### src/rtl/face_det_pkg.sv
// Shared coordinate widths, screen limits, controller state encoding and box type
// for the face-detect overlay path.
package face_det_pkg;

    localparam int DEF_HCNT_W = 11;
    localparam int DEF_VCNT_W = 11;
    localparam int DEF_H_MAX  = 799;
    localparam int DEF_V_MAX  = 599;

    typedef enum logic [1:0] {
        ST_IDLE    = 2'd0,
        ST_ACQUIRE = 2'd1,
        ST_TRACK   = 2'd2,
        ST_HOLD    = 2'd3
    } ovl_state_t;

    typedef struct packed {
        logic [DEF_HCNT_W-1:0] x0;
        logic [DEF_VCNT_W-1:0] y0;
        logic [DEF_HCNT_W-1:0] x1;
        logic [DEF_VCNT_W-1:0] y1;
    } box_t;

endpackage

### src/rtl/rect_box_filter.sv
// One axis of the box path: orders and clamps a raw corner pair, and forms the
// rounded average of the shown pair with the pending pair.
module rect_box_filter #(
    parameter int W   = 11,
    parameter int MAX = 799
) (
    input  logic [W-1:0] raw_a_i,
    input  logic [W-1:0] raw_b_i,
    input  logic [W-1:0] old_lo_i,
    input  logic [W-1:0] old_hi_i,
    input  logic [W-1:0] new_lo_i,
    input  logic [W-1:0] new_hi_i,
    output logic [W-1:0] san_lo_o,
    output logic [W-1:0] san_hi_o,
    output logic [W-1:0] avg_lo_o,
    output logic [W-1:0] avg_hi_o
);

    localparam logic [W-1:0] MAX_L = W'(MAX);

    logic [W-1:0] lo;
    logic [W-1:0] hi;
    logic [W:0]   sum_lo;
    logic [W:0]   sum_hi;

    assign lo = (raw_a_i <= raw_b_i) ? raw_a_i : raw_b_i;
    assign hi = (raw_a_i <= raw_b_i) ? raw_b_i : raw_a_i;

    assign san_lo_o = (lo > MAX_L) ? MAX_L : lo;
    assign san_hi_o = (hi > MAX_L) ? MAX_L : hi;

    // Extra bit keeps the carry; dropping the LSB gives a round-half-up average.
    assign sum_lo = {1'b0, old_lo_i} + {1'b0, new_lo_i} + {{W{1'b0}}, 1'b1};
    assign sum_hi = {1'b0, old_hi_i} + {1'b0, new_hi_i} + {{W{1'b0}}, 1'b1};

    assign avg_lo_o = sum_lo[W:1];
    assign avg_hi_o = sum_hi[W:1];

endmodule

### src/rtl/rect_overlay_ctrl.sv
// Frame-rate controller between the face detector and draw_rectangle: confirms,
// smooths and holds detector boxes, updating the shown rectangle only at frame ticks.
module rect_overlay_ctrl
    import face_det_pkg::*;
#(
    parameter int HCNT_W         = DEF_HCNT_W,
    parameter int VCNT_W         = DEF_VCNT_W,
    parameter int H_MAX          = DEF_H_MAX,
    parameter int V_MAX          = DEF_V_MAX,
    parameter int CONFIRM_FRAMES = 2,
    parameter int HOLD_FRAMES    = 8,
    parameter int CONT_FRAMES    = 16
) (
    input  logic              pclk,
    input  logic              rst,
    input  logic              vblnk_in,
    input  logic              det_valid,
    output logic              det_ready,
    input  logic              det_found,
    input  logic [HCNT_W-1:0] det_x0,
    input  logic [HCNT_W-1:0] det_x1,
    input  logic [VCNT_W-1:0] det_y0,
    input  logic [VCNT_W-1:0] det_y1,
    output logic [HCNT_W-1:0] rect_x0,
    output logic [HCNT_W-1:0] rect_x1,
    output logic [VCNT_W-1:0] rect_y0,
    output logic [VCNT_W-1:0] rect_y1,
    output logic              rect_en,
    output logic              detected_flag,
    output logic              continuous
);

    localparam int HITS_W = $clog2(CONFIRM_FRAMES + 1);
    localparam int MISS_W = $clog2(HOLD_FRAMES + 1);
    localparam int RUN_W  = $clog2(CONT_FRAMES + 1);

    localparam logic [HITS_W-1:0] CONFIRM_LAST = HITS_W'(CONFIRM_FRAMES - 1);
    localparam logic [MISS_W-1:0] HOLD_LAST    = MISS_W'(HOLD_FRAMES - 1);
    localparam logic [RUN_W-1:0]  CONT_LAST    = RUN_W'(CONT_FRAMES - 1);
    localparam logic [RUN_W-1:0]  RUN_MAX      = RUN_W'(CONT_FRAMES);

    logic              vblnk_q, tick_q, rdy_q;
    logic              pend_v_q, pend_found_q;
    logic [HCNT_W-1:0] pend_x0_q, pend_x1_q;
    logic [VCNT_W-1:0] pend_y0_q, pend_y1_q;

    ovl_state_t        state_q;
    logic [HITS_W-1:0] hits_q;
    logic [MISS_W-1:0] miss_q;
    logic [RUN_W-1:0]  run_q;
    logic [HCNT_W-1:0] rect_x0_q, rect_x1_q;
    logic [VCNT_W-1:0] rect_y0_q, rect_y1_q;
    logic              rect_en_q, det_flag_q, cont_q;

    logic              xfer, frame_found;
    logic [HCNT_W-1:0] san_x0, san_x1, avg_x0, avg_x1;
    logic [VCNT_W-1:0] san_y0, san_y1, avg_y0, avg_y1;

    rect_box_filter #(.W(HCNT_W), .MAX(H_MAX)) u_filt_x (
        .raw_a_i (det_x0),    .raw_b_i (det_x1),
        .old_lo_i(rect_x0_q), .old_hi_i(rect_x1_q),
        .new_lo_i(pend_x0_q), .new_hi_i(pend_x1_q),
        .san_lo_o(san_x0),    .san_hi_o(san_x1),
        .avg_lo_o(avg_x0),    .avg_hi_o(avg_x1)
    );

    rect_box_filter #(.W(VCNT_W), .MAX(V_MAX)) u_filt_y (
        .raw_a_i (det_y0),    .raw_b_i (det_y1),
        .old_lo_i(rect_y0_q), .old_hi_i(rect_y1_q),
        .new_lo_i(pend_y0_q), .new_hi_i(pend_y1_q),
        .san_lo_o(san_y0),    .san_hi_o(san_y1),
        .avg_lo_o(avg_y0),    .avg_hi_o(avg_y1)
    );

    assign det_ready   = rdy_q & ~tick_q;
    assign xfer        = det_valid & det_ready;
    assign frame_found = pend_v_q & pend_found_q;

    // vblnk_q resets high so a blank already in progress at reset release is not a tick.
    always_ff @(posedge pclk or posedge rst) begin
        if (rst) begin
            vblnk_q      <= 1'b1;
            tick_q       <= 1'b0;
            rdy_q        <= 1'b0;
            pend_v_q     <= 1'b0;
            pend_found_q <= 1'b0;
            pend_x0_q    <= '0;
            pend_x1_q    <= '0;
            pend_y0_q    <= '0;
            pend_y1_q    <= '0;
        end else begin
            vblnk_q <= vblnk_in;
            tick_q  <= vblnk_in & ~vblnk_q;
            rdy_q   <= 1'b1;
            if (tick_q) begin
                pend_v_q <= 1'b0;
            end else if (xfer) begin
                pend_v_q     <= 1'b1;
                pend_found_q <= det_found;
                pend_x0_q    <= san_x0;
                pend_x1_q    <= san_x1;
                pend_y0_q    <= san_y0;
                pend_y1_q    <= san_y1;
            end
        end
    end

    // Counters idle at zero outside their state, so one compare serves both entry paths.
    always_ff @(posedge pclk or posedge rst) begin
        if (rst) begin
            state_q    <= ST_IDLE;
            hits_q     <= '0;
            miss_q     <= '0;
            run_q      <= '0;
            rect_x0_q  <= '0;
            rect_x1_q  <= '0;
            rect_y0_q  <= '0;
            rect_y1_q  <= '0;
            rect_en_q  <= 1'b0;
            det_flag_q <= 1'b0;
            cont_q     <= 1'b0;
        end else if (tick_q) begin
            case (state_q)
                ST_IDLE, ST_ACQUIRE: begin
                    if (!frame_found) begin
                        state_q <= ST_IDLE;
                        hits_q  <= '0;
                    end else if (hits_q == CONFIRM_LAST) begin
                        state_q    <= ST_TRACK;
                        hits_q     <= '0;
                        run_q      <= RUN_W'(1);
                        rect_x0_q  <= pend_x0_q;
                        rect_x1_q  <= pend_x1_q;
                        rect_y0_q  <= pend_y0_q;
                        rect_y1_q  <= pend_y1_q;
                        rect_en_q  <= 1'b1;
                        det_flag_q <= 1'b1;
                        cont_q     <= (CONT_FRAMES == 1);
                    end else begin
                        state_q <= ST_ACQUIRE;
                        hits_q  <= hits_q + 1'b1;
                    end
                end
                ST_TRACK, ST_HOLD: begin
                    if (frame_found) begin
                        state_q    <= ST_TRACK;
                        miss_q     <= '0;
                        rect_x0_q  <= avg_x0;
                        rect_x1_q  <= avg_x1;
                        rect_y0_q  <= avg_y0;
                        rect_y1_q  <= avg_y1;
                        det_flag_q <= 1'b1;
                        cont_q     <= (run_q >= CONT_LAST);
                        if (run_q != RUN_MAX) run_q <= run_q + 1'b1;
                    end else begin
                        run_q      <= '0;
                        det_flag_q <= 1'b0;
                        cont_q     <= 1'b0;
                        if (miss_q == HOLD_LAST) begin
                            state_q   <= ST_IDLE;
                            miss_q    <= '0;
                            rect_en_q <= 1'b0;
                        end else begin
                            state_q <= ST_HOLD;
                            miss_q  <= miss_q + 1'b1;
                        end
                    end
                end
                default: state_q <= ST_IDLE;
            endcase
        end
    end

    assign rect_x0       = rect_x0_q;
    assign rect_x1       = rect_x1_q;
    assign rect_y0       = rect_y0_q;
    assign rect_y1       = rect_y1_q;
    assign rect_en       = rect_en_q;
    assign detected_flag = det_flag_q;
    assign continuous    = cont_q;

endmodule

### config.mk
export PLATFORM = sky130hd
export DESIGN_NAME = rect_overlay_ctrl
export DESIGN_NICKNAME = d
export VERILOG_FILES = /design/src/rtl/face_det_pkg.sv /design/src/rtl/rect_box_filter.sv /design/src/rtl/rect_overlay_ctrl.sv
export SDC_FILE = /design/constraint.sdc
export NUM_CORES = 1
export LEC_CHECK = 0
export BUFFER_PORTS_ARGS = -buffer_cell sky130_fd_sc_hd__buf_2
export CAP_MARGIN = 40
export CORE_ASPECT_RATIO = 1.25
export CORE_MARGIN = 2
export CORE_UTILIZATION = 40
export CTS_BUF_LIST = sky130_fd_sc_hd__clkbuf_8 sky130_fd_sc_hd__clkbuf_16
export DETAILED_ROUTE_END_ITERATION = 16
export HOLD_SLACK_MARGIN = 0.12
export SLEW_MARGIN = 20
export SYNTH_ARGS = -nofsm -noshare
export SYNTH_HDL_FRONTEND = slang
export SYNTH_HIERARCHICAL = 1
export SYNTH_SLANG_ARGS = --single-unit
### constraint.sdc
create_clock -name pclk -period 3.46 [get_ports pclk]
set_input_delay 0.173 -clock pclk [delete_from_list [all_inputs] [get_ports pclk]]
set_output_delay 0.173 -clock pclk [all_outputs]
set_load 0.02 [all_outputs]
== After elaboration in Yosys (flattened, before gate mapping) ==
Cells that the tools add are included.

* Output and inout port bits: 48
* ROM bits: 0
* Register bits after elaboration: 109
* RAM bits: 0
* Latch bits: 0
* Memories kept: 0
* Input port bits: 49
* Logic and storage cells: 118

* Multipliers: 0
* Equal/unequal tests: 12
* Shift-type cells: 0
* Reductions and logical operators: 11
* Bitwise operators: 6
* $lt $le $gt $ge: 7
* $add $sub $neg: 11
* Mux-type cells: 51
* Divide/modulo/power cells: 0

{| class="wikitable"
|+ Operators with widths
! cell !! count
|-
| 11-bit 2-to-1 mux || 20
|-
| 11-bit case mux with 2 select lines || 4
|-
| 11-bit by 11-bit adder with 12-bit output || 4
|-
| 12-bit by 1-bit adder with 12-bit output, second input constant || 4
|-
| 11-bit by 10-bit > comparator with 1-bit output, second input constant || 4
|-
| 11-bit <= comparator || 2
|-
| 5-bit 2-to-1 mux || 4
|-
| 2-bit 2-to-1 mux || 6
|-
| 1-bit 2-to-1 mux || 10
|-
| 2-bit != test, second input constant || 5
|-
| 5-bit case mux with 2 select lines || 1
|-
| 4-bit 2-to-1 mux || 2
|-
| 4-bit AND reduction || 2
|-
| 1-bit case mux with 2 select lines || 3
|-
| 2-bit AND reduction || 3
|-
| 5-bit by 1-bit adder with 5-bit output, second input constant || 1
|-
| 5-bit by 4-bit >= comparator with 1-bit output, second input constant || 1
|-
| 5-bit != test, second input constant || 1
|-
| 5-bit AND reduction || 1
|-
| 4-bit by 1-bit adder with 4-bit output, second input constant || 1
|-
| 1-bit AND || 4
|-
| 2-bit by 1-bit equality test with 1-bit output, second input constant || 2
|-
| 2-bit equality test, second input constant || 2
|-
| 4-bit by 3-bit equality test with 1-bit output, second input constant || 1
|-
| 8 further kinds || 10
|}

== Longest topological paths before layout ==
Gate-level depths: netlist of run 1.

* Depth in word-level cells: 5
* Mapped depth: 9
* Gate-level depth less buffers: 9

== By module ==
The synthesis of run 1 kept the hierarchy.

{| class="wikitable"
|+ By module, submodules not included
! module !! area an instance (µm²) !! cells each !! times used !! sequential area each (µm²)
|-
| rect_overlay_ctrl || 4800.9 || 334 || 1 || 2703.8
|-
| rect_box_filter (u_filt_y) || 1685.4 || 226 || 1 || 0.0
|-
| rect_box_filter (u_filt_x) || 1498.9 || 203 || 1 || 0.0
|}

== Worst setup path before layout of run 1 ==
Ideal clock, no wire load.

* Path kind: reg2reg
* Start: reg rect_y1_q[0], in the netlist rect_y1[0]
* End: reg rect_y1_q[9], in the netlist rect_y1[9]
* Path buffers: 0
* Data arrival time: 2.430 ns
* Clock period less this slack: 2.557 ns
* Stages on the path, launching flop included: 10
* Setup time: 0.127 ns
* Data required time: 3.333 ns
* Slack: 0.903 ns
* Path through: dfrtp_1 or2_2 fa_1 a21o_1 a221oi_2 o21ai_0 o21ai_0 xnor2_1 mux2_2 mux2_1

* Word-level cells in the longest chain between the ends: 4

{| class="wikitable"
|+ RTL lines
! item !! line !! source
|-
| start: declaration || rect_overlay_ctrl.sv:52 || <nowiki>logic [VCNT_W-1:0] rect_y0_q, rect_y1_q;</nowiki>
|-
| start signal: assignment || rect_overlay_ctrl.sv:135 || <nowiki>rect_y1_q <= pend_y1_q;</nowiki>
|-
| start signal: assignment || rect_overlay_ctrl.sv:151 || <nowiki>rect_y1_q <= avg_y1;</nowiki>
|-
| 11-bit by 11-bit adder with 12-bit output || rect_box_filter.sv:34 || <nowiki>assign sum_hi = {1'b0, old_hi_i} + {1'b0, new_hi_i} + {{W{1'b0}}, 1'b1};</nowiki>
|-
| 12-bit by 1-bit adder with 12-bit output || rect_box_filter.sv:34 ||
|-
| named net avg_y1[9] || rect_overlay_ctrl.sv:57 || <nowiki>logic [VCNT_W-1:0] san_y0, san_y1, avg_y0, avg_y1;</nowiki>
|-
| 11-bit 2-to-1 mux || rect_overlay_ctrl.sv:145 || <nowiki>if (frame_found) begin</nowiki>
|-
| 11-bit case mux with 2 select lines || rect_overlay_ctrl.sv:123 || <nowiki>case (state_q)</nowiki>
|}

The timed path passes the listed nets, and every way through them passes these cells. The select of a mux whose other input is x is not followed.
A chain may end at the register's enable or synchronous reset.

== Final worst setup path of run 1 ==
* Start: reg pend_y0_q[0]
* End: reg rect_y0_q[7], in the netlist rect_y0[7]

* Word-level cells in the longest chain between the ends: 4

{| class="wikitable"
|+ RTL lines
! item !! line !! source
|-
| start: declaration || rect_overlay_ctrl.sv:45 || <nowiki>logic [VCNT_W-1:0] pend_y0_q, pend_y1_q;</nowiki>
|-
| start signal: assignment || rect_overlay_ctrl.sv:102 || <nowiki>pend_y0_q <= san_y0;</nowiki>
|-
| 11-bit by 11-bit adder with 12-bit output || rect_box_filter.sv:33 || <nowiki>assign sum_lo = {1'b0, old_lo_i} + {1'b0, new_lo_i} + {{W{1'b0}}, 1'b1};</nowiki>
|-
| 12-bit by 1-bit adder with 12-bit output || rect_box_filter.sv:33 ||
|-
| named net avg_y0[7] || rect_overlay_ctrl.sv:57 ||
|-
| 11-bit 2-to-1 mux || rect_overlay_ctrl.sv:145 ||
|-
| 11-bit case mux with 2 select lines || rect_overlay_ctrl.sv:123 ||
|-
| end signal: assignment || rect_overlay_ctrl.sv:134 || <nowiki>rect_y0_q <= pend_y0_q;</nowiki>
|-
| end signal: assignment || rect_overlay_ctrl.sv:150 || <nowiki>rect_y0_q <= avg_y0;</nowiki>
|-
| end: declaration || rect_overlay_ctrl.sv:52 ||
|}

The timed path passes the listed nets, and every way through them passes these cells. The select of a mux whose other input is x is not followed.

==> reports/metrics.cfg, run 1 <==
[timing]
fin_skew_ps=7.30
hold_ws_ps=264
fin_ws_ps=715
hold_viol=0
min_period_ps=2750
setup_viol=0
slew_headroom_pct=49.2
finalCritPeriodShare_pct=79.3
maxSlewViolCount=0
worst_pin_slew_ps=762
clock.fmax_mhz=364
rsz0062_at_grt=false
tns_ps=0

[worst_hold_path]
worstHoldPathType=primary input to flip-flop
hold_depth=4

[detailed_routing]
drt_iter0_markers=218
wl_met3_um=539
drt-met1-wl_um=8110
drt-total-wl_um=18300
viasPerCell=5.33
wl_met2_um=9330
vias=5993
ant_nets=0
highest_layer=met4
drc=0
dr.pass1.iters=4
wl_per_cell_um=16.3

[layout]
nFillCells=1914
final_common_cell=mux2_2
final_cell_mix=mux2_2, dfrtp_1, buf_2
area_growth_pct=13.2
post-route-util_pct=46.3
layout.cells.non_filler=1125
final_layout_size_suffix_gt1_share_pct=29.8
finalNetCount=974
stdcell_area_um2=9040
num_antenna_cells=0

[logic_synthesis]
synth_area_leaders=dfrtp_1, mux2_2, ha_1
synth_fa_ha_area_share_pct=11.3
synthArstFlopShare_pct=100
syn_inst=763
synth_seq_area_share_pct=33.9
synth_top_area_cell=dfrtp_1
syn_area_per_cell_um2=10.5
synth_top_family_by_area=multiplexers
ys_seq_elements=108
ys_types=67
synth_top_area_share_pct=33.5
synth-main-ff-cell=dfrtp_1
synth_xor_area_share_pct=2.85
netlist_area_um2=7990
synth-compound-area-share_pct=12.8
synth-simple-area-share_pct=9.97
synthMuxAreaShare_pct=24.8
ys_warn_count=6
synth-edff-count=0

[place]
dp_hpwl_um=13500
gp_congestion=0.839
dpl_cell_area_um2=8700
post-place-ws_ps=777
io_buffers=96
dp_cells=1106

[floorplan]
row_count=57
start_util_pct=40.9
ioPinCount=97
fp.dieArea_um2=21100
die_w_um=130
die_h_um=162
fp.coreArea_um2=19500

[grt]
overflow=0
grt_pass1_vias=5893
grt_util_all_layers_pct=17.8
grt_pass1_wl_um=29700
antenna_found_initial=0
grt_max_degree=56

[clocking]
cts_tree=done
clk_pin_slew_ps=70
clkLatencyLatePin_ps=360
numCtsBuffers=9
htree_levels=3
cts.sinks=108
clk_path_buf_depth=2
cts_root_buffer=clkbuf_16

[power]
peakVddDrop_v=0.000410
pwr-share-clk_pct=15.1
power_density_nw_per_um2=803
p_int_mw=4.35
power_switching_mw=2.91
pwr-share-seq_pct=27.8
total_power_mw=7.26
sw_frac_of_total_pct=40.0
p_leak_nw=4.22
comb_power_share_pct=57.1

[critical_path]
arrival_ps=2980
crit_fanout=4
cp-end-kind=flip-flop
crit_chain=or2_2, fa_1, a21o_1, a221oi_2, o21bai_1, a21oi_2, xnor2_1, mux2_2, mux2_2
slowest_delay_ps=420
crit_cells=9
critPathTopFamily=compound AO/OA/AOI/OAI gates
start_kind=flip-flop
required_ps=3700
slowest_stage=dfrtp_1
r2r_cells=9
crit_type=flip-flop to flip-flop
crit_buf_inv=0
critical_path.most_common_cell=mux2_2

[job]
maxCapViolations=0

[outcome]
status=finished, final reports clean

[power groups by stage]
stage	registers [mW]	logic [mW]	clock network (mW)
finish	2.02	4.14	1.10
global route	2.08	4.61	1.19
CTS	2.03	4.15	1.13
global placement	2.04	4.10	0
floorplan	2.25	3.01	0
detailed placement	2.05	4.12	0
[flip-flops by register name (all words and copies together) (netlist names), 2 cells and up]
| name | flops |
|---|---|
| hits_q | 2 |
| miss_q | 4 |
| run_q | 5 |
| rect_y1 | 11 |
| pend_x1_q | 11 |
| pend_x0_q | 11 |
| pend_y0_q | 11 |
| rect_x1 | 11 |
| pend_y1_q | 11 |
| rect_x0 | 11 |
| rect_y0 | 11 |
[final timing paths]
path | start | end | slack (ps)
worst min register to register | detected_flag | detected_flag | 480
worst max register to register | pend_y0_q[0] | rect_y0[7] | 710
min in group asynchronous | rst | detected_flag | 480
worst max-delay path | pend_y0_q[0] | rect_y0[7] | 710
worst min-delay path | det_y0[1] | pend_y0_q[1] | 260
max in group asynchronous | rst | vblnk_q | 2200
[worst register-to-register path, stage by stage (launching register included)]
cell,delay (ps)
dfrtp_1,420
or2_2,320
fa_1,410
a21o_1,210
a221oi_2,390
o21bai_1,130
a21oi_2,160
xnor2_1,70
mux2_2,260
mux2_2,250
[cells in the mapped netlist, drive strengths merged, types with 2 or more instances]
| library cell | n |
|---|---|
| nor4 | 2 |
| xor2 | 6 |
| ha | 66 |
| a21oi | 39 |
| nor2 | 47 |
| o21a | 12 |
| and3 | 9 |
| xnor2 | 20 |
| conb | 3 |
| o21bai | 3 |
| mux2 | 135 |
| and2 | 3 |
| clkbuf | 3 |
| a221oi | 4 |
| a21boi | 5 |
| nand3 | 15 |
| o21ai | 32 |
| dfrtp | 107 |
| o311ai | 4 |
| nor3b | 2 |
| fa | 4 |
| inv | 39 |
| a21o | 19 |
| nand2 | 38 |
| nor2b | 11 |
| nor4bb | 2 |
| buf | 23 |
| mux2i | 46 |
| o22a | 2 |
| o211ai | 6 |
| a221o | 2 |
| a2111oi | 2 |
| nand2b | 7 |
| a211o | 6 |
| or2 | 5 |
| nand4 | 6 |
| nor3 | 5 |
| nand3b | 3 |
[cells by family after synthesis]
group	after synthesis
AND/OR/NAND/NOR	160
multiplexers	181
flip-flops	108
adder cells (fa/ha/maj)	70
AO/OA/AOI/OAI	150
buffers and inverters	65
other	3
XOR/XNOR	26
[layer usage]
metal,track usage (%),vias up
met1,22.0,2927
met2,31.4,87
li1,-,2957
met4,5.95,0
met3,2.54,22
met5,0,-
[timing repair]
item                                   4_1_cts  5_1_grt
setup buffers                                0        0
endpoints found under the hold margin       56        0
resized for setup                            0        0
hold buffers                                 3        0
[layout make-up]
class                           count  area, um^2  share of cell area (%)
Multi-Input combinational cell    592        4950                    54.8
Inverter                           39         149                    1.65
Sequential cell                   108        2710                    29.9
Timing Repair Buffer              105         588                    6.50
Clock inverter                      4        47.5                   0.526
Clock buffer                       12         267                    2.95
Tap cell                          265         332                    3.67
Note: power is estimated with default switching activity, not from simulation.
==> run 2, diff against run 1 <==
Settings changed: ABC_AREA from default to 1.
Clock period 3.46 ns to 2.6 ns, I/O delays scaled along.
==> run 2 against run 1 <==
Design area rose by 2.3%. Largest power group unchanged. Wire length rose by 6.4%. Cell count rose by 27%. Maximum frequency rose by 30%. Via count rose by 18%. Die area rose by 1.9%. Synthesized area rose by 2.0%. Clock skew fell by 1.2 ps. Global-route usage rose by 0.98 points.
==> reports/metrics.cfg, run 2 <==
[detailed_routing]
drc=0  ; unchanged
dr.pass1.iters=5  ; +1
viasPerCell=4.96  ; -6.8%
drt-total-wl_um=19500  ; +6.4%
vias=7073  ; +18%
ant_nets=0  ; unchanged
wl_per_cell_um=13.7  ; -16%
drt_iter0_markers=387  ; +78%

[timing]
slew_headroom_pct=53.3  ; +4.2 points
tns_ps=0  ; unchanged
finalCritPeriodShare_pct=81.3  ; +2.0 points
setup_viol=0  ; unchanged
hold_viol=0  ; unchanged
clock.fmax_mhz=473  ; +30%
hold_ws_ps=155  ; -108 ps
worst_pin_slew_ps=700  ; -62.5 ps
maxSlewViolCount=0  ; unchanged
fin_skew_ps=6.09  ; -1.20 ps
rsz0062_at_grt=false
fin_ws_ps=486  ; -229 ps
min_period_ps=2110  ; -631 ps

[logic_synthesis]
synth_seq_area_share_pct=33.2  ; -0.65 points
netlist_area_um2=8140  ; +2.0%
synth_top_area_share_pct=32.9  ; -0.64 points
synth-edff-count=0  ; unchanged
netlist_top_cells_count=nand2_1, nand3_1, dfrtp_1
synth-main-ff-cell=dfrtp_1
yosysMostFrequentCell=nand2_1
synth_top_area_cell=dfrtp_1
ys_warn_count=6  ; unchanged
syn_area_per_cell_um2=7.66  ; -27%
synthArstFlopShare_pct=100  ; unchanged
ys_types=43  ; -36%
synth_area_leaders=dfrtp_1, nand2_1, ha_1
syn_inst=1063  ; +39%
ys_seq_elements=108  ; unchanged

[clocking]
clk_pin_slew_ps=70  ; about the same
htree_levels=3  ; unchanged
cts.sinks=108  ; unchanged
clkLatencyLatePin_ps=360  ; about the same
cts-resized-gates=0  ; unchanged
clk_path_buf_depth=2  ; unchanged
numCtsBuffers=9  ; unchanged
post_cts_buffers=0  ; unchanged
cts_tree=done
cts_root_buffer=clkbuf_16
cts.hold.buffers_added=3  ; unchanged

[layout]
final_common_cell=nand2_1
final_layout_size_suffix_gt1_share_pct=15.5  ; -14 points
stdcell_area_um2=9250  ; +2.3%
area_growth_pct=13.6
finalNetCount=1268  ; +30%
final_cell_mix=nand2_1, nand3_1, dfrtp_1

[critical_path]
r2r-end=rect_x0[10]
arrival_ps=2320  ; -660 ps
crit_fanout=5  ; +1
start_kind=flip-flop
reg2reg_from=rect_x0[2]
required_ps=2810  ; -890 ps
rrSetupSlack_ps=490  ; -230 ps
cp-end-kind=flip-flop
crit_type=flip-flop to flip-flop
r2r_cells=13  ; +4

[floorplan]
row_count=58  ; +1.8%
fp.dieArea_um2=21500  ; +1.9%
die_w_um=132  ; +0.94%
die_h_um=164  ; +0.95%
ioPinCount=97  ; unchanged
start_util_pct=40.6  ; -0.21 points
fp.coreArea_um2=20000  ; +2.5%

[power]
p_leak_nw=4.93  ; +17%
power_density_nw_per_um2=914  ; +14%
peakVddDrop_v=0.000446  ; +8.7%

[outcome]
status=finished, final reports clean

[grt]
grt_util_all_layers_pct=18.7  ; +0.98 points
grt_max_degree=81  ; +45%
grt_pass1_wl_um=33000  ; +11%
antenna_found_initial=1  ; +1
overflow=0  ; unchanged
grt_pass1_vias=6769  ; +15%

[place]
gp_congestion=0.847  ; +0.95%
io_buffers=96  ; unchanged
post-place-ws_ps=201  ; -575 ps
dpl_cell_area_um2=8860  ; +1.8%
dp_hpwl_um=14600  ; +7.5%

[worst_hold_path]
hold_depth=5  ; +1
hold_start=det_x1[3]
worstHoldPathType=primary input to flip-flop
min_to=pend_x0_q[3]

[job]
maxCapViolations=0  ; unchanged

run 2: final cells by class:
type / count / area, um^2
antenna: 1 / 2.50
timing repair buffer: 116 / 663
clock buffer: 9 / 225
tap: 270 / 338
inverter: 88 / 334
sequential: 108 / 2710
multi-input combinational: 826 / 4870
clock inverter: 7 / 115
fill: 2052 / 10800
run 2: how the worst max path moves through the flow:
stage                       startpoint  cells after the start           end  slack (ps)
final                       rect_x0[2]                     13   rect_x0[10]         490
after global routing      pend_x0_q[2]                     13   rect_x0[10]         200
after CTS                   rect_x0[2]                     13   rect_x0[10]         450
after detailed placement     det_y1[6]                     18  pend_y0_q[8]         200
after global placement       det_y1[6]                     18  pend_y0_q[5]         260
after floorplan             rect_x0[2]                     13   rect_x0[10]         620
run 2: metal layers:
metal	global-route usage, %	routed length [um]
met1	22.9	8680
met3	2.95	711
met4	7.21	441
met2	33.2	9670
met5	0	0
run 2: through the flow:
step	total power [mW]	instances	util, %
floorplan	5.83	1065	-
detailed placement	6.88	1404	44.2
global route	9.22	1424	46.2
CTS	8.52	1423	46.1
global placement	6.82	1404	44.2
finish	8.45	1425	46.2
run 2: power breakdown:
| part | switching (mW) | internal [mW] | total, mW |
|---|---|---|---|
| clock | 0.657 | 0.941 | 1.60 |
| combinational | 2.52 | 1.69 | 4.21 |
| sequential | 0.473 | 2.17 | 2.64 |
run 2: cell families after synthesis:
family                     Yosys count  synth area share [%]
AOI/OAI and AO/OA                  139                  9.88
and+or+nand+nor                    523                  28.1
DFF                                108                  33.2
buffers and inverters              131                  7.18
xor gates and xnor gates            37                  3.98
muxes                               52                  6.39
adders and majority gates           70                  11.1
other                                3                 0.138
run 2: critical path, stage by stage, from the launching register on:
cell	delay (ps)
dfrtp_1	410
ha_1	370
a21oi_1	150
o21ai_1	110
nand2_1	80
nand2_1	50
a21oi_1	200
o21ai_1	130
nand2_1	90
nand2_1	70
nand2_1	60
nand2_1	50
mux2i_1	120
o21ai_0	80
